$ cat src/rtl/seq_debounce_8b.sv
// seq_debounce_8b: 8-lane input conditioner. Each raw input passes through a
// two-flop synchronizer and a per-lane stability counter; the registered
// output only follows a lane once it has disagreed with the current output
// for STABLE_CYCLES consecutive edges. A one-cycle `changed` pulse marks
// every output toggle.
module seq_debounce_8b #(
  parameter  int unsigned STABLE_CYCLES = 4,
  localparam int unsigned CNT_W         = $clog2(STABLE_CYCLES + 1)
) (
  input  logic       clk,
  input  logic       reset,    // asynchronous, active-low
  input  logic       clear,    // synchronous, abandons pending transitions
  input  logic [7:0] in_,
  output logic [7:0] out,
  output logic [7:0] changed
);

  localparam int unsigned          LANES   = 8;
  localparam logic [CNT_W-1:0]     CNT_MAX = CNT_W'(STABLE_CYCLES - 1);

  logic [7:0]       sync1_q, sync2_q;
  logic [7:0]       out_q, out_d;
  logic [7:0]       changed_q, changed_d;
  logic [CNT_W-1:0] cnt_q [LANES];
  logic [CNT_W-1:0] cnt_d [LANES];

  // Two-flop synchronizer per lane; nothing sits between the flops so each
  // stage has a full cycle to resolve metastability.
  // NOTE: registered state is always written with <= so every flop samples
  // the pre-edge value of its neighbours; blocking here would collapse the
  // chain into a single stage.
  always_ff @(posedge clk or negedge reset) begin
    if (!reset) begin
      sync1_q <= '0;
      sync2_q <= '0;
    end else begin
      sync1_q <= in_;
      sync2_q <= sync1_q;
    end
  end

  // Per-lane filter decision: clear, agree, commit, or keep counting.
  // NOTE: every output of this block gets a default before the loop, so no
  // path leaves a variable unassigned and no latch can be inferred.
  always_comb begin
    out_d     = out_q;
    changed_d = '0;
    cnt_d     = cnt_q;
    for (int i = 0; i < LANES; i++) begin
      if (clear) begin
        cnt_d[i] = '0;
      end else if (sync2_q[i] == out_q[i]) begin
        cnt_d[i] = '0;
      end else if (cnt_q[i] == CNT_MAX) begin
        out_d[i]     = sync2_q[i];
        cnt_d[i]     = '0;
        changed_d[i] = 1'b1;
      end else begin
        cnt_d[i] = cnt_q[i] + CNT_W'(1);
      end
    end
  end

  // Filter state registers: debounced level, toggle pulse, stability counts.
  // NOTE: the counter array is only eight small registers, not a RAM, so it
  // is cleared by reset like any other flop; a stale count after reset would
  // let a lane commit early.
  always_ff @(posedge clk or negedge reset) begin
    if (!reset) begin
      out_q     <= '0;
      changed_q <= '0;
      for (int i = 0; i < LANES; i++) cnt_q[i] <= '0;
    end else begin
      out_q     <= out_d;
      changed_q <= changed_d;
      for (int i = 0; i < LANES; i++) cnt_q[i] <= cnt_d[i];
    end
  end

  assign out     = out_q;
  assign changed = changed_q;

endmodule

$ cat config.mk
export PLATFORM = sky130hd
export DESIGN_NAME = seq_debounce_8b
export DESIGN_NICKNAME = d
export VERILOG_FILES = /design/src/rtl/seq_debounce_8b.sv
export SDC_FILE = /design/constraint.sdc
export NUM_CORES = 1
export LEC_CHECK = 0
export ABC_AREA = 1
export CORE_ASPECT_RATIO = 1.5
export CORE_MARGIN = 2
export CORE_UTILIZATION = 54
export DETAILED_ROUTE_END_ITERATION = 8
export PLACE_DENSITY = 0.81
export SYNTH_ARGS = -nofsm -noshare
export SYNTH_HDL_FRONTEND = slang
export SYNTH_SLANG_ARGS = --single-unit
$ cat constraint.sdc
create_clock -name clk -period 1.2 [get_ports clk]
set_input_delay 0.36 -clock clk [delete_from_list [all_inputs] [get_ports clk]]
set_output_delay 0.36 -clock clk [all_outputs]
set_load 0.05 [all_outputs]
==> out/metrics.cfg, run 1 <==
[status]
status = finished with violations
failed_checks = setup timing

[clock_tree]
clock-sinks = 56
path_clk_slew_ps = 100
clk_latency_ps = 310
cts_buffer_depth = 2
htree_levels = 2
cts_hold_buf = 0
cts_tree = done
cts_made_buffers = 5
root_buffer = clkbuf_8

[synthesis]
avgSynthCellArea_um2 = 11.4
synth.area.mux_share = 0
synthXorXnorAreaFrac = 0
synth_top_cell_by_area = dfrtp_1
syn_area_mm2 = 0.00229
yosysWarnings = 0
synthSimpleGateAreaFrac = 0.224
synthAdderAreaFrac = 0.0438
ys_seq_area_frac = 0.613
synth.ff_latch_count = 56
synth_compound_area_frac = 0.0569
synth_top_family_by_area = simple AND/OR/NAND/NOR gates
ys_top_cells_by_area = dfrtp_1 61%, inv_1 5.7%, a21oi_4 5.7%
postSynthCellCount = 201
syn_nets = 220
netlist.area_leader.share = 0.613
ys_types = 13

[critical_path]
arrival_ps = 910
path_delay_family = flip-flops
crit_path_start_kind = flop
r2r.worst_path.cells = 5
worst_setup_path_end_kind = output port
cp_cell_sequence = buf_12
worstPathRequired_ps = 840
crit_slowest_cell = dfrtp_2
crit_fanout = 2
max_stage_delay_ps = 450
cp.depth = 1
worstSetupPathType = reg2out
critPathBufInv = 1

[layout]
drive_gt1_frac = 0.336
diodes = 0
postLayoutCoreUtil = 0.722
areaGrowthSynthToFinish_pct = 30.7
nFillCells = 286
fin_nets = 262

[drt]
wl_per_cell_um = 13.0
viasPerCell = 4.94
ant_nets = 0
totalWireLength_mm = 3.77
first_iter_violations = 18
drc = 0
drtPass1Iterations = 4
vias = 1434

[sta]
finalClockSkew_ps = 8.84
slew-limit-headroom = 0.809
final_max_slew_viol_count = 0
setup-violations-final = 16
fin_hold_ws_ps = 29.9
finalSetupTns_ps = -775
fin_crit_ps = 1270
rsz0062_at_grt = yes
final-hold-violation-count = 0
fin_ws_ps = -68.2
timing.fmax_mhz = 789
fin_crit_sh = 1.06
worstMarginPinSlew_ps = 287

[die]
row_count = 29
die-area_mm2 = 0.00478
die_w_um = 57.1
core-area_mm2 = 0.00414
start_util = 0.553
ioPinCount = 27
die_y_um = 83.7

[job]
cap_violations = 0

[grt]
grt_usage = 0.182
antenna_found_initial = 0
grt_overflow = 0
grt_max_degree = 57
grt_pass1_vias = 1516
grt_pass1_wl_mm = 6.58

[pwr]
power.total_uw = 4190
leakagePower_uw = 0.00147
worst_ir_drop_vdd_mv = 1.38
power_density_mw_per_mm2 = 1400

[hold_path]
min_path_type = in2async

[place]
io_buffers = 26
routabilityCongestion = 0.683
place_hpwl_mm = 2.74

[cell families after synthesis]
| logic type | Yosys count |
|---|---|
| AOI/OAI and AO/OA | 8 |
| buffers and inverters | 36 |
| adders and majority gates | 8 |
| DFF | 56 |
| and+or+nand+nor | 93 |
[path summary, 6_finish.rpt]
check / to / slack, ps / start
setup reg to reg: out[2] / 60 / out[2]
setup / recovery: out[7] / -70 / out[7]
min in group clk: sync2_q[3] / 360 / sync1_q[3]
hold reg to reg: sync2_q[3] / 360 / sync1_q[3]
hold / removal: cnt_q[20] / 30 / reset
max in group asynchronous: out[6] / 910 / reset
[report_power, final]
| part | internal, µW | switching [µW] |
|---|---|---|
| registers | 2010 | 98.2 |
| clock network | 629 | 610 |
| logic | 394 | 453 |
| total | 3030 | 1160 |
[metal layers]
layer  global-route usage  share of wire  vias up
met3               0.0372          0.026        9
met5                    0              0        -
met4               0.0825          0.023        0
met2                0.329           0.57       22
li1                     -              -      703
met1                0.197           0.38      700
[Yosys cell counts (all sizes together)]
| library cell | instances |
|---|---|
| or2 | 8 |
| buf | 1 |
| inv | 35 |
| nand2 | 32 |
| a21oi | 8 |
| nand4 | 8 |
| ha | 8 |
| nor2 | 29 |
| dfrtp | 56 |
| nand3 | 13 |
| nor3 | 3 |
[stage by stage]
| stage | instance area (µm²) | instances | worst slack [ps] |
|---|---|---|---|
| global placement | 2800 | 274 | -275 |
| detailed placement | 2800 | 274 | -332 |
| CTS | 2970 | 290 | -81.1 |
| floorplan | 2300 | 201 | 123 |
| global route | 2990 | 290 | -95.3 |
| finish | 2990 | 290 | -68.2 |
[state kept, by name, summed over array words and instances, names as in the netlist]
| signal | count |
|---|---|
| sync1_q | 8 |
| changed | 8 |
| out | 8 |
| sync2_q | 8 |
| cnt_q | 24 |
[layout make-up]
class                      count  area [µm²]  area share
timing repair buffer          36         518       0.173
clock inverter                 3        46.3      0.0155
tap                           46        57.6      0.0193
sequential                    56        1410       0.472
inverter                      35         131      0.0440
multi-input combinational    109         754       0.253
clock buffer                   5        68.8      0.0230
[repair_timing]
| item | in CTS | in global routing |
|---|---|---|
| setup endpoints to repair | 16 | 25 |
| setup buffers | 8 | 0 |
| resized for setup | 0 | 6 |
| pin swaps | 0 | 0 |
[cell usage in the layout (no fill, tap or decap), types with 8 or more instances in the layout]
master           netlist  final
a21oi_4                8      8
buf_12                 0     18
buf_4                  0      8
clkdlybuf4s50_1        0      8
dfrtp_1               56     48
dfrtp_2                0      8
ha_1                   8      8
inv_1                 35     35
nand2_1               29     29
nand3_2               12     12
nand4_1                8      8
nor2_1                29     24
or2_4                  8      8
Note: power is estimated with default switching activity, not from simulation.
==> run 2: changes to the inputs <==
CTS_CLUSTER_DIAMETER = 100   (was unset)
==> results of run 2 <==
The final DEF is identical to that of run 1; final timing and power are the same.
